## config.mk

```make
export PLATFORM = sky130hd
export DESIGN_NAME = wire_ops_driver
export DESIGN_NICKNAME = d
export VERILOG_FILES = /design/src/rtl/wire_ops_pkg.sv /design/src/rtl/wire_ops_lfsr.sv /design/src/rtl/wire_ops_driver.sv
export SDC_FILE = /design/constraint.sdc
export NUM_CORES = 1
export LEC_CHECK = 0
export CORE_MARGIN = 3
export CORE_UTILIZATION = 39
export CTS_CLUSTER_DIAMETER = 120
export DETAILED_ROUTE_END_ITERATION = 8
export PLACE_DENSITY = 0.71
export SLEW_MARGIN = 25
export SYNTH_ARGS = -nofsm -noshare
export SYNTH_HDL_FRONTEND = slang
export SYNTH_HIERARCHICAL = 1
export SYNTH_SLANG_ARGS = --single-unit
```

## constraint.sdc

```tcl
create_clock -name sys_clk -period 3.15 [get_ports sys_clk]
set_clock_uncertainty 0.1 [all_clocks]
set_input_delay 0.63 -clock sys_clk [delete_from_list [all_inputs] [get_ports sys_clk]]
set_output_delay 0.63 -clock sys_clk [all_outputs]
set_load 0.02 [all_outputs]
```

## src/rtl/wire_ops_pkg.sv

```systemverilog
// Shared types and constants for the WireOps self-checking driver.
// Also holds the golden model of the WireOps result.
package wire_ops_pkg;

    typedef enum logic [1:0] {
        IDLE,
        RUN,
        DRAIN,
        DONE
    } wire_ops_state_e;

    localparam logic [31:0] WIRE_OPS_LFSR_TAPS    = 32'h8020_0003;
    localparam logic [31:0] WIRE_OPS_DEFAULT_SEED = 32'h0000_0001;

    // Operands are passed zero-extended to 16 bits; callers truncate the result to their width.
    function automatic logic [15:0] wire_ops_golden(input logic [15:0] a,
                                                    input logic [15:0] b,
                                                    input logic        sel);
        return sel ? (a & b) : (a ^ b);
    endfunction

endpackage

```

## src/rtl/wire_ops_lfsr.sv

```systemverilog
// 32-bit Galois right-shift LFSR with synchronous seed load and advance enable.
// Load has priority over advance.
module wire_ops_lfsr
    import wire_ops_pkg::*;
#(
    parameter logic [31:0] RST_VAL = WIRE_OPS_DEFAULT_SEED
) (
    input  logic        i_clk,
    input  logic        i_rst,
    input  logic        i_load,
    input  logic        i_advance,
    input  logic [31:0] i_seed,
    output logic [31:0] o_state
);

    logic [31:0] r_state;
    logic [31:0] w_next;

    always_comb begin
        w_next = {1'b0, r_state[31:1]} ^ (r_state[0] ? WIRE_OPS_LFSR_TAPS : '0);
    end

    always_ff @(posedge i_clk or posedge i_rst) begin
        if (i_rst) begin
            r_state <= RST_VAL;
        end else if (i_load) begin
            r_state <= i_seed;
        end else if (i_advance) begin
            r_state <= w_next;
        end
    end

    assign o_state = r_state;

endmodule

```

## src/rtl/wire_ops_driver.sv

```systemverilog
// Self-checking transmitter for WireOps: drives LFSR operands, delays the golden
// result by LATENCY cycles and compares it against the registered y.
module wire_ops_driver
    import wire_ops_pkg::*;
#(
    parameter int unsigned WIDTH   = 8,
    parameter int unsigned LATENCY = 1,
    parameter logic [31:0] SEED    = WIRE_OPS_DEFAULT_SEED
) (
    input  logic             sys_clk,
    input  logic             sys_rst,
    input  logic             start,
    input  logic [15:0]      num_ops,
    output logic [WIDTH-1:0] a,
    output logic [WIDTH-1:0] b,
    output logic             sel,
    input  logic [WIDTH-1:0] y,
    output logic             busy,
    output logic             done,
    output logic [15:0]      ops_checked,
    output logic [15:0]      err_count
);

    wire_ops_state_e r_state;
    wire_ops_state_e w_state_nxt;

    logic [15:0]      r_num_ops;
    logic [15:0]      r_issue_cnt;
    logic [3:0]       r_drain_cnt;
    logic [15:0]      r_ops_checked;
    logic [15:0]      r_err_count;
    logic [WIDTH-1:0] r_pipe_exp [LATENCY];
    logic [LATENCY-1:0] r_pipe_vld;

    logic             w_accept;
    logic             w_load;
    logic             w_run;
    logic [31:0]      w_lfsr;
    logic [WIDTH-1:0] w_exp;
    logic             w_chk_vld;

    wire_ops_lfsr #(
        .RST_VAL(SEED)
    ) u_lfsr (
        .i_clk    (sys_clk),
        .i_rst    (sys_rst),
        .i_load   (w_load),
        .i_advance(w_run),
        .i_seed   (SEED),
        .o_state  (w_lfsr)
    );

    always_comb begin
        w_state_nxt = r_state;
        w_accept    = 1'b0;
        case (r_state)
            IDLE: begin
                if (start) begin
                    w_accept    = 1'b1;
                    w_state_nxt = (num_ops == 16'd0) ? DONE : RUN;
                end
            end
            RUN: begin
                // num_ops is nonzero here, so the subtraction cannot wrap.
                if (r_issue_cnt == r_num_ops - 16'd1) w_state_nxt = DRAIN;
            end
            DRAIN: begin
                if (r_drain_cnt == 4'(LATENCY - 1)) w_state_nxt = DONE;
            end
            DONE:    w_state_nxt = IDLE;
            default: w_state_nxt = IDLE;
        endcase
    end

    assign w_load    = w_accept && (num_ops != 16'd0);
    assign w_run     = (r_state == RUN);
    assign a         = w_run ? w_lfsr[WIDTH-1:0]     : '0;
    assign b         = w_run ? w_lfsr[WIDTH+15:16]   : '0;
    assign sel       = w_run ? w_lfsr[31]            : 1'b0;
    assign w_exp     = WIDTH'(wire_ops_golden(16'(a), 16'(b), sel));
    assign w_chk_vld = r_pipe_vld[LATENCY-1];

    always_ff @(posedge sys_clk or posedge sys_rst) begin
        if (sys_rst) begin
            r_state       <= IDLE;
            r_num_ops     <= '0;
            r_issue_cnt   <= '0;
            r_drain_cnt   <= '0;
            r_ops_checked <= '0;
            r_err_count   <= '0;
            r_pipe_vld    <= '0;
            for (int unsigned i = 0; i < LATENCY; i++) r_pipe_exp[i] <= '0;
        end else begin
            r_state <= w_state_nxt;

            r_pipe_vld[0] <= w_run;
            r_pipe_exp[0] <= w_exp;
            for (int unsigned i = 1; i < LATENCY; i++) begin
                r_pipe_vld[i] <= r_pipe_vld[i-1];
                r_pipe_exp[i] <= r_pipe_exp[i-1];
            end

            if (w_run) r_issue_cnt <= r_issue_cnt + 16'd1;
            r_drain_cnt <= (r_state == DRAIN) ? r_drain_cnt + 4'd1 : 4'd0;

            if (w_accept) begin
                r_num_ops     <= num_ops;
                r_issue_cnt   <= '0;
                r_ops_checked <= '0;
                r_err_count   <= '0;
            end else if (w_chk_vld) begin
                r_ops_checked <= r_ops_checked + 16'd1;
                if ((y != r_pipe_exp[LATENCY-1]) && (r_err_count != 16'hFFFF))
                    r_err_count <= r_err_count + 16'd1;
            end
        end
    end

    assign busy        = (r_state == RUN) || (r_state == DRAIN);
    assign done        = (r_state == DONE);
    assign ops_checked = r_ops_checked;
    assign err_count   = r_err_count;

endmodule

```

==> results.toml <==
[synth]
ys_ff_latch = 111
synth-edff-count = 0
netlist_area_um2 = 5970
ys.flop_type = "dfrtp_1"
synth_cell_types = 53
synth_warnings = 6
synth_area_per_cell_um2 = 10.1
ys_top_cells_by_area = "dfrtp_1, xor2_1, mux2i_1"
ys_seq_area_share_pct = 46.5
yosysTopAreaCell = "dfrtp_1"
async_flop_share_pct = 100
syn_inst = 592
synth_top_area_share_pct = 46.1

[route]
wl_per_cell_um = 14.2
vias = 4465
drt_pre_antenna_iters = 4
drtIter0Drc = 155
via_per_inst = 5.07
route.detailed.drc = 0
ant_nets = 0
wirelength_um = 12600

[layout]
nFillCells = 1357
syn_to_final_growth_pct = 22.1
multi_input_area_um2 = 3110
regArea_um2 = 2780
n_antenna_cell = 0
stdcell_count = 881
fin_area_um2 = 7290
nets = 738
drive_above_1_share_pct = 8.18

[worst_hold_path]
whs_path_depth = 1
hp-start = "r_drain_cnt[0]$_DFF_PP0_"
min_to = "r_drain_cnt[0]$_DFF_PP0_"
hold_path.class = "reg2reg"

[clock_tree]
clkSinkCount = 111
htreeDepth = 3
cts_resized = 0
cts_tree = "done"
cts_made_buffers = 9
clockRootBuffer = "clkbuf_16"
ctsHoldBuffers = 0
clockBufferDepth = 2
cts_setup_buffers = 0
path_clk_slew_ns = 0.07
clock_latency_ns = 0.36

[power_and_ir_drop]
swShare_pct = 38.4
p_int_mw = 3.65
ir_drop_uv = 421
clkPwrFrac_pct = 17.9
p_seq_share_pct = 39.1
p_leak_nw = 3.17
power_frac_comb_pct = 43.0
p_per_area_nw_per_um2 = 813
p_sw_mw = 2.28

[critical_path]
crit_path_end_kind = "output pin"
critPathKind = "reg2out"
reg2reg_slack_ns = 0.24
slowest_stage = "clkdlybuf4s50_1"
slowest_delay_ns = 0.63
r2r_start = "r_num_ops[0]$_DFFE_PP0P_"
critPathBufInv = 3
critPathLaunchType = "flip-flop"
worst_r2r_path_depth = 9
worstPathArrival_ns = 2.22
path_delay_family = "buffers and inverters"
critical_path.cell_chain = "inv_1 -> ha_2 -> buf_12 -> and2_1 -> clkdlybuf4s50_1"
worstPathRequired_ns = 2.42
cp_max_fo = 48
r2r_end = "r_state[0]$_DFFE_PP0P_"

[sta]
slew_violations = 0
fmax_mhz = 339
period_share_pct = 93.5
worst_pin_slew_ns = 0.694
min_period_ns = 2.95
rsz0062_at_grt = "false"
relSlewSlack_pct = 53.7
tns_ns = 0
finalHoldViolations = 0
setup_viol = 0
worst_slack_ns = 0.203

[floorplanning]
die_h_um = 130
die_area_um2 = 16800
start_util_pct = 40.5
num_rows = 44
die_w_um = 130
ios = 78
core_um2 = 14800

[grt]
grt_overflow = 0
grt_max_degree = 67
grtUsageTotal_pct = 15.7
grt_pass1_vias = 4468
grt_antenna_before_repair = 0
grt_first_pass_wirelength_um = 21400

[place]
dpl.hpwl_um = 9100
dp.cells = 865
gp_congestion = 0.856
place_ws_ns = 0.279
placed_area_um2 = 7020
portBuffers = 77

[flow_run]
maxCapViolCount = 0

[status]
status = "complete, no violations"
cell families (layout without fill, tap and decap cells):
| logic type | count (synthesis) | in the layout | synth area share [%] |
|---|---|---|---|
| AND/OR/NAND/NOR | 228 | 228 | 19.2 |
| multiplexers | 58 | 58 | 10.2 |
| AO/OA/AOI/OAI | 64 | 64 | 6.24 |
| adder cells (fa/ha/maj) | 19 | 19 | 3.98 |
| other | 2 | 32 | 0.126 |
| buffers and inverters | 39 | 114 | 3.31 |
| flip-flops | 111 | 111 | 46.5 |
| XOR/XNOR | 71 | 71 | 10.4 |
synth_stat cells, types with 4 or more instances:
| cell type | number |
|---|---|
| o21ai_0 | 11 |
| xnor2_1 | 27 |
| nor3_1 | 6 |
| nor2b_1 | 4 |
| clkbuf_1 | 13 |
| o21ai_1 | 29 |
| nor2_1 | 62 |
| nand2_1 | 55 |
| or3_1 | 6 |
| mux2_2 | 23 |
| and3_1 | 5 |
| inv_1 | 11 |
| mux2i_1 | 35 |
| xor2_1 | 44 |
| nor4_1 | 9 |
| ha_1 | 19 |
| and2_1 | 22 |
| a21oi_1 | 10 |
| nand4_1 | 19 |
| buf_2 | 6 |
| dfrtp_1 | 110 |
| nand3_1 | 21 |
per-stage QoR:
| step | util [%] | hold slack, ns | total power [mW] |
|---|---|---|---|
| 5_1_grt | 49.4 | 0.427 | 6.38 |
| 6_report | 49.4 | 0.379 | 5.93 |
| 3_3_place_gp | 47.6 | 0.366 | 4.80 |
| 3_5_place_dp | 47.6 | 0.375 | 4.90 |
| 2_1_floorplan | - | 0.352 | 4.15 |
| 4_1_cts | 49.4 | 0.385 | 6.00 |
registers in the layout (all words and copies together), names as in the netlist:
register,count
r_num_ops,16
r_state,2
r_pipe_vld,1
ops_checked,16
r_pipe_exp,8
err_count,16
r_drain_cnt,4
u_lfsr/o_state,32
r_issue_cnt,16
placed cells by master, fill, tap and decap left out, types with 3 or more instances in the layout:
cell type	n
dfrtp_1	110
clkdlybuf4s50_1	77
nor2_1	62
nand2_1	55
xor2_1	44
mux2i_1	35
conb_1	32
o21ai_1	29
xnor2_1	27
mux2_2	23
nand3_1	21
and2_1	20
nand4_1	19
ha_1	18
o21ai_0	11
a21oi_1	10
inv_1	10
nor4_1	9
clkbuf_16	9
buf_4	9
or3_1	6
nor3_1	6
and3_1	5
nor2b_1	4
nand2b_1	3
nand3b_1	3
clkbuf_1	3
cell type report:
class	count	share of cell area [%]
repair buffers	87	11.8
clock buffers	12	3.24
clock inverters	4	0.429
inverters	11	0.583
flip-flops and latches	111	38.1
multi-input cells	472	42.7
well taps	184	3.16
how the worst max path moves through the flow:
stage,cells after the start,start,slack [ns],end
after floorplan,1,sys_rst,0.40,err_count[0]$_DFFE_PP0P_
after global placement,9,r_num_ops[0]$_DFFE_PP0P_,0.39,r_state[0]$_DFFE_PP0P_
after detailed placement,9,r_num_ops[0]$_DFFE_PP0P_,0.28,r_state[1]$_DFFE_PP0P_
after CTS,5,r_state[1]$_DFFE_PP0P_,0.17,a[7]
after global routing,9,r_num_ops[0]$_DFFE_PP0P_,0.04,r_state[1]$_DFFE_PP0P_
final,5,r_state[1]$_DFFE_PP0P_,0.20,a[7]
power by group through the flow:
stage          clock network [mW]  registers, mW  logic, mW
6_report                     1.06           2.31       2.55
2_1_floorplan                   0           2.21       1.94
4_1_cts                      1.10           2.31       2.58
3_3_place_gp                    0           2.33       2.47
3_5_place_dp                    0           2.34       2.56
5_1_grt                      1.17           2.39       2.82
metal layers:
layer	vias to the layer above	wire length, um	GRT usage (%)
met4	0	212	5.87
met1	2187	5690	20.3
li1	2197	-	-
met5	-	0	0
met3	18	380	3.23
met2	63	6270	26.1
Power figures use the tool's default switching activity.
